### src/rtl/object_track_ctrl.sv
// object_track_ctrl: frame-level search/confirm/lock/coast tracker sitting behind the rectangle detector.
// Samples centre/area on each vsync rising edge, qualifies it and publishes a smoothed track point.
module object_track_ctrl #(
  parameter int unsigned IMG_W     = 200,
  parameter int unsigned IMG_H     = 164,
  parameter int unsigned MIN_AREA  = 64,
  parameter int unsigned MAX_AREA  = 16000,
  parameter int unsigned CONFIRM_N = 3,
  parameter int unsigned LOST_N    = 4,
  parameter int unsigned MAX_JUMP  = 32,
  parameter int unsigned SMOOTH_SH = 2
) (
  input  logic               clk,
  input  logic               rst,
  input  logic               i_enable,
  input  logic               i_vsync,
  input  logic signed [31:0] i_mid_x,
  input  logic signed [31:0] i_mid_y,
  input  logic signed [31:0] i_p_sum,
  output logic [10:0]        o_trk_x,
  output logic [10:0]        o_trk_y,
  output logic               o_trk_valid,
  output logic [2:0]         o_state,
  output logic               o_lost_pulse,
  output logic               o_det_clear,
  output logic [15:0]        o_frame_cnt
);

  localparam int unsigned CW  = 11;
  localparam int unsigned DW  = CW + 1;
  localparam int unsigned SW  = CW + 2;
  localparam int unsigned HCW = $clog2(CONFIRM_N + 1);
  localparam int unsigned MCW = $clog2(LOST_N + 1);
  localparam int unsigned FCW = 16;

  localparam logic signed [31:0]    MIN_A_S  = 32'(MIN_AREA);
  localparam logic signed [31:0]    MAX_A_S  = 32'(MAX_AREA);
  localparam logic signed [31:0]    IMG_W_S  = 32'(IMG_W);
  localparam logic signed [31:0]    IMG_H_S  = 32'(IMG_H);
  localparam logic signed [DW-1:0]  JUMP_S   = DW'(MAX_JUMP);
  localparam logic [CW-1:0]         X_MAX    = CW'(IMG_W - 1);
  localparam logic [CW-1:0]         Y_MAX    = CW'(IMG_H - 1);
  localparam logic [HCW-1:0]        HIT_LAST = HCW'(CONFIRM_N);
  localparam logic [MCW-1:0]        MISS_END = MCW'(LOST_N);

  typedef enum logic [2:0] {
    ST_IDLE    = 3'd0,
    ST_SEARCH  = 3'd1,
    ST_CONFIRM = 3'd2,
    ST_LOCK    = 3'd3,
    ST_COAST   = 3'd4
  } state_e;

  state_e          state_q;
  logic            vsync_d_q;
  logic [CW-1:0]   cand_x_q, cand_y_q;
  logic [CW-1:0]   trk_x_q, trk_y_q;
  logic [HCW-1:0]  hit_cnt_q;
  logic [MCW-1:0]  miss_cnt_q;
  logic [FCW-1:0]  frame_cnt_q;
  logic            valid_q, lost_q, clear_q;

  logic            fe, hit, near_cand, near_trk;
  logic [CW-1:0]   meas_x, meas_y, iir_x, iir_y;

  // |a-b| <= MAX_JUMP on in-range coordinates
  function automatic logic near_f(input logic [CW-1:0] a, input logic [CW-1:0] b);
    logic signed [DW-1:0] d;
    d = $signed({1'b0, a}) - $signed({1'b0, b});
    return (d <= JUMP_S) && (d >= -JUMP_S);
  endfunction

  // trk + ((meas - trk) >>> SMOOTH_SH), clamped to 0..maxv
  function automatic logic [CW-1:0] iir_f(input logic [CW-1:0] trk, input logic [CW-1:0] meas,
                                          input logic [CW-1:0] maxv);
    logic signed [DW-1:0] diff;
    logic signed [DW-1:0] step;
    logic signed [SW-1:0] sum;
    diff = $signed({1'b0, meas}) - $signed({1'b0, trk});
    step = diff >>> SMOOTH_SH;
    sum  = $signed({2'b00, trk}) + $signed({step[DW-1], step});
    if (sum[SW-1])                            return '0;
    else if (sum > $signed({2'b00, maxv}))    return maxv;
    else                                      return sum[CW-1:0];
  endfunction

  // Frame event, measurement qualification and reference comparisons
  assign fe        = i_vsync & ~vsync_d_q;
  assign hit       = (i_p_sum >= MIN_A_S) && (i_p_sum <= MAX_A_S) &&
                     (i_mid_x >= 32'sd0) && (i_mid_x < IMG_W_S) &&
                     (i_mid_y >= 32'sd0) && (i_mid_y < IMG_H_S);
  assign meas_x    = i_mid_x[CW-1:0];
  assign meas_y    = i_mid_y[CW-1:0];
  assign near_cand = hit && near_f(meas_x, cand_x_q) && near_f(meas_y, cand_y_q);
  assign near_trk  = hit && near_f(meas_x, trk_x_q) && near_f(meas_y, trk_y_q);
  assign iir_x     = iir_f(trk_x_q, meas_x, X_MAX);
  assign iir_y     = iir_f(trk_y_q, meas_y, Y_MAX);

  // Tracking state machine with registered outputs
  always_ff @(posedge clk or posedge rst) begin
    if (rst) begin
      state_q     <= ST_IDLE;
      vsync_d_q   <= 1'b1;
      cand_x_q    <= '0;
      cand_y_q    <= '0;
      trk_x_q     <= '0;
      trk_y_q     <= '0;
      hit_cnt_q   <= '0;
      miss_cnt_q  <= '0;
      frame_cnt_q <= '0;
      valid_q     <= 1'b0;
      lost_q      <= 1'b0;
      clear_q     <= 1'b0;
    end else begin
      vsync_d_q <= i_vsync;
      lost_q    <= 1'b0;
      clear_q   <= 1'b0;
      if (i_enable && fe) frame_cnt_q <= frame_cnt_q + FCW'(1);
      if (!i_enable) begin
        state_q    <= ST_IDLE;
        cand_x_q   <= '0;
        cand_y_q   <= '0;
        trk_x_q    <= '0;
        trk_y_q    <= '0;
        hit_cnt_q  <= '0;
        miss_cnt_q <= '0;
        valid_q    <= 1'b0;
      end else begin
        case (state_q)
          ST_IDLE: begin
            state_q <= ST_SEARCH;
            clear_q <= 1'b1;
          end
          ST_SEARCH: begin
            if (fe && hit) begin
              cand_x_q  <= meas_x;
              cand_y_q  <= meas_y;
              hit_cnt_q <= HCW'(1);
              state_q   <= ST_CONFIRM;
            end
          end
          ST_CONFIRM: begin
            if (fe) begin
              if (near_cand) begin
                cand_x_q  <= meas_x;
                cand_y_q  <= meas_y;
                hit_cnt_q <= hit_cnt_q + HCW'(1);
                if (hit_cnt_q + HCW'(1) == HIT_LAST) begin
                  trk_x_q <= meas_x;
                  trk_y_q <= meas_y;
                  valid_q <= 1'b1;
                  state_q <= ST_LOCK;
                end
              end else begin
                hit_cnt_q <= '0;
                state_q   <= ST_SEARCH;
              end
            end
          end
          ST_LOCK: begin
            if (fe) begin
              if (near_trk) begin
                trk_x_q <= iir_x;
                trk_y_q <= iir_y;
              end else begin
                miss_cnt_q <= MCW'(1);
                state_q    <= ST_COAST;
              end
            end
          end
          ST_COAST: begin
            if (fe) begin
              if (near_trk) begin
                trk_x_q    <= iir_x;
                trk_y_q    <= iir_y;
                miss_cnt_q <= '0;
                state_q    <= ST_LOCK;
              end else if (miss_cnt_q + MCW'(1) == MISS_END) begin
                miss_cnt_q <= '0;
                hit_cnt_q  <= '0;
                valid_q    <= 1'b0;
                lost_q     <= 1'b1;
                clear_q    <= 1'b1;
                state_q    <= ST_SEARCH;
              end else begin
                miss_cnt_q <= miss_cnt_q + MCW'(1);
              end
            end
          end
          default: state_q <= ST_IDLE;
        endcase
      end
    end
  end

  assign o_trk_x      = trk_x_q;
  assign o_trk_y      = trk_y_q;
  assign o_trk_valid  = valid_q;
  assign o_state      = state_q;
  assign o_lost_pulse = lost_q;
  assign o_det_clear  = clear_q;
  assign o_frame_cnt  = frame_cnt_q;

endmodule

### config.mk
export PLATFORM = sky130hd
export DESIGN_NAME = object_track_ctrl
export DESIGN_NICKNAME = d
export VERILOG_FILES = /design/src/rtl/object_track_ctrl.sv
export SDC_FILE = /design/constraint.sdc
export NUM_CORES = 1
export LEC_CHECK = 0
export CORE_MARGIN = 2
export CORE_UTILIZATION = 40
export DETAILED_ROUTE_END_ITERATION = 6
export GPL_TIMING_DRIVEN = 0
export SLEW_MARGIN = 20
export SYNTH_ARGS = -nofsm -noshare
export SYNTH_HDL_FRONTEND = slang
export SYNTH_SLANG_ARGS = --single-unit
### constraint.sdc
create_clock -name clk -period 10.7 [get_ports clk]
set_clock_uncertainty 0.2 [all_clocks]
set_input_delay 2.14 -clock clk [delete_from_list [all_inputs] [get_ports clk]]
set_output_delay 2.14 -clock clk [all_outputs]
set_load 0.05 [all_outputs]
==> results.py, run 1 <==
metrics = {
    "drt": {
        "drcViolationCount": 0,
        "wl_per_cell_microns": 16.9,
        "via_per_inst": 5.57,
        "finalWirelength_microns": 21300,
        "firstDrtPassIters": 5,
        "ant_nets": 0,
        "drtIter0Drc": 425,
        "vias": 7003,
    },
    "yosys": {
        "synth_top_area_share_pct": 24.5,
        "synth_fa_ha_area_share_pct": 14.5,
        "syn_area_sq_um": 7240,
        "synth_area_leaders": "dfrtp_1 25%, ha_1 13%, mux2i_1 4.4%",
        "synth_ff_type": "dfrtp_1",
        "yosysWarnings": 0,
        "yosys.area_share.simple_pct": 22.4,
        "synthArstFlopShare_pct": 100,
        "syn_inst": 869,
        "synth_fp_nets": 1049,
        "synthMuxAreaShare_pct": 5.39,
        "yosysSeqAreaShare_pct": 24.9,
        "ys_ff_latch": 72,
        "synth_compound_area_share_pct": 21.2,
        "synthXorXnorAreaFrac_pct": 6.66,
        "synth.distinct_cells": 77,
        "synth_edf_count": 0,
        "yosys.area.top_type": "dfrtp_1",
        "syn_area_per_cell_sq_um": 8.33,
        "synth_top_family_by_area": "simple AND/OR/NAND/NOR gates",
    },
    "run_status": {
        "status": "completed",
    },
    "sta": {
        "max_freq_mhz": 146,
        "worst_pin_slew_ns": 0.868,
        "maxSlewViolCount": 0,
        "period_share_pct": 64.0,
        "hold_viol_final": 0,
        "setup_viol": 0,
        "setup_slack_ns": 3.85,
        "hold_slack_ns": 0.268,
        "rsz0062_at_grt": "false",
        "min_period_ns": 6.85,
        "relSlewSlack_pct": 41.9,
        "tns_ns": 0,
    },
    "global_route": {
        "grt_pass1_wl_microns": 34500,
        "grt_pass1_vias": 6769,
        "grtUsageTotal_pct": 22.0,
        "antenna_found_initial": 0,
        "grt_max_degree": 39,
        "grt-ovfl-total": 0,
    },
    "pwr": {
        "p_per_area_nw_per_um2": 201,
        "cellLeakagePower_nw": 4.01,
        "p_total_mw": 1.87,
        "irDropWorstVdd_mv": 0.193,
    },
    "cells_and_area": {
        "num_antenna_cells": 0,
        "final_util_pct": 52.2,
        "regArea_sq_um": 1800,
        "finalInstanceArea_sq_um": 9310,
        "drive_gt1_share_pct": 3.60,
        "fill_cells": 1718,
        "final_common_cell": "clkdlybuf4s50_1",
        "multiInputGateArea_sq_um": 5070,
        "area_growth_pct": 28.6,
        "final_cells": 1258,
        "layout_common_cells": "143 x clkdlybuf4s50_1, 83 x nor2_1, 74 x ha_1, 71 x dfrtp_1, 65 x inv_1",
        "final_nets": 1204,
    },
    "worst_setup_path": {
        "r2r_setup_slack_ns": 5.81,
        "cp-start-kind": "input pin",
        "r2r_end": "o_trk_y[4]",
        "cp.required_ns": 10.77,
        "cp.arrival_ns": 6.92,
        "path_max_fanout": 6,
        "critPathKind": "input pin to flop",
        "r2r_cells": 19,
        "r2r-start": "o_trk_y[1]",
        "startpoint": "i_mid_y[4]",
        "crit_path_end_kind": "flop",
        "crit_path_end": "o_trk_y[4]",
    },
    "clock_network": {
        "path_clk_slew_ns": 0.07,
        "insertion_delay_ns": 0.34,
        "cts_tree": "built",
        "cts_sinks": 72,
        "htree_levels": 3,
        "cts_setup_buffers": 0,
        "cts_root_buffer": "clkbuf_16",
        "cts_buffer_depth": 2,
        "cts_buffers": 9,
        "postCtsHoldBufs": 0,
        "ctsResizeCount": 0,
    },
    "place": {
        "dp.cells": 1242,
        "gp_congestion": 0.879,
        "dp_hpwl_microns": 17000,
        "io_buffers": 143,
        "preCtsSetupSlack_ns": 3.60,
        "postPlaceCellArea_sq_um": 8980,
    },
    "floorplanning": {
        "ios": 144,
        "num_rows": 49,
        "core_area_sq_um": 17800,
        "chipWidth_microns": 139,
        "die_area_sq_um": 19200,
        "initial_utilization_pct": 40.6,
        "die_h_microns": 139,
    },
    "flow_run": {
        "cap_violations": 0,
    },
    "worst_hold_path": {
        "hold_depth": 1,
        "hold_class": "flop to flop",
    },
}
-- power by group --
group | leakage, nW | internal, mW | switching (mW)
Clock | 0.158 | 0.207 | 0.129
Combinational | 2.89 | 0.470 | 0.702
Sequential | 0.967 | 0.311 | 0.0488
-- worst min-delay path by stage --
stage,start,slack (ns),endpoint
after detailed placement,o_frame_cnt[15],0.26,o_frame_cnt[15]
after floorplan,hit_cnt_q[1],0.26,hit_cnt_q[1]
after global placement,o_frame_cnt[15],0.27,o_frame_cnt[15]
after global routing,o_frame_cnt[15],0.29,o_frame_cnt[15]
final,o_frame_cnt[15],0.27,o_frame_cnt[15]
after CTS,o_frame_cnt[15],0.27,o_frame_cnt[15]
-- cells in the mapped netlist (10+ instances only) --
cell and count:
a211oi_1 10, a21o_1 14, a21oi_1 52, a31oi_1 15
and3_1 13, clkbuf_1 10, dfrtp_1 71, ha_1 74
inv_1 66, mux2i_1 32, nand2_1 53, nand2b_1 16
nand3_1 18, nand4_1 16, nor2_1 83, nor2b_1 15
nor3_1 27, nor4_1 23, o21a_1 14, o21ai_0 36
o21ai_1 11, or4_1 11, xnor2_1 28, xor2_1 27
-- sequential cells by signal, summed over array words and instances, names as in the netlist --
| signal | cells |
|---|---|
| cand_x_q | 11 |
| cand_y_q | 11 |
| hit_cnt_q | 2 |
| miss_cnt_q | 3 |
| o_det_clear | 1 |
| o_frame_cnt | 16 |
| o_lost_pulse | 1 |
| o_state | 3 |
| o_trk_valid | 1 |
| o_trk_x | 11 |
| o_trk_y | 11 |
| vsync_d_q | 1 |
-- cell families (layout without fill, tap and decap cells) --
kind of cell,Yosys count,count (layout)
AND/OR/NAND/NOR,311,311
buffers and inverters,84,244
flip-flops,72,72
adder cells (fa/ha/maj),80,80
XOR/XNOR,55,55
multiplexers,38,38
AO/OA/AOI/OAI,229,229
-- cell type report --
class / instances / share of cell area [%]
plain buffers: 17 / 1.20
well taps: 229 / 3.08
inverters: 67 / 2.73
clock buffers: 9 / 2.42
flip-flops and latches: 72 / 19.4
repair buffers: 144 / 15.6
clock inverters: 7 / 1.13
multi-input cells: 713 / 54.5
-- metal layers --
layer	track usage [%]	wire length [microns]
met4	5.96	298
met2	36.1	9650
met1	30.5	10500
met3	3.01	904
met5	0	0
-- critical path: stages --
cell             delay [ns]
clkdlybuf4s50_1        0.60
ha_1                   0.46
a21o_1                 0.22
a31oi_1                0.25
a211o_1                0.26
a21oi_1                0.08
o21ai_0                0.24
and2_1                 0.28
ha_1                   0.31
or4_1                  0.48
nor2_1                 0.10
nand2_1                0.06
a221oi_1               0.29
a21oi_1                0.08
or3_1                  0.46
nor2_1                 0.31
a22oi_1                0.12
mux2i_1                0.16
Note: power is estimated with default switching activity, not from simulation.
==> run 2, diff against run 1 <==
==> constraint.sdc (replaced) <==
create_clock -name clk -period 6.4 [get_ports clk]
set_clock_uncertainty 0.2 [all_clocks]
set_input_delay 1.28 -clock clk [delete_from_list [all_inputs] [get_ports clk]]
set_output_delay 1.28 -clock clk [all_outputs]
set_load 0.05 [all_outputs]
==> results of run 2 <==
The final DEF is identical to that of run 1. Status: completed.
Main changes from that run: setup slack after placement 3.60 ns -> 0.164 ns; setup slack after layout 3.85 ns -> 0.411 ns; register-to-register setup slack 5.81 ns -> 1.51 ns; total power 1.87 mW -> 3.12 mW; worst IR drop on VDD 0.193 mV -> 0.323 mV
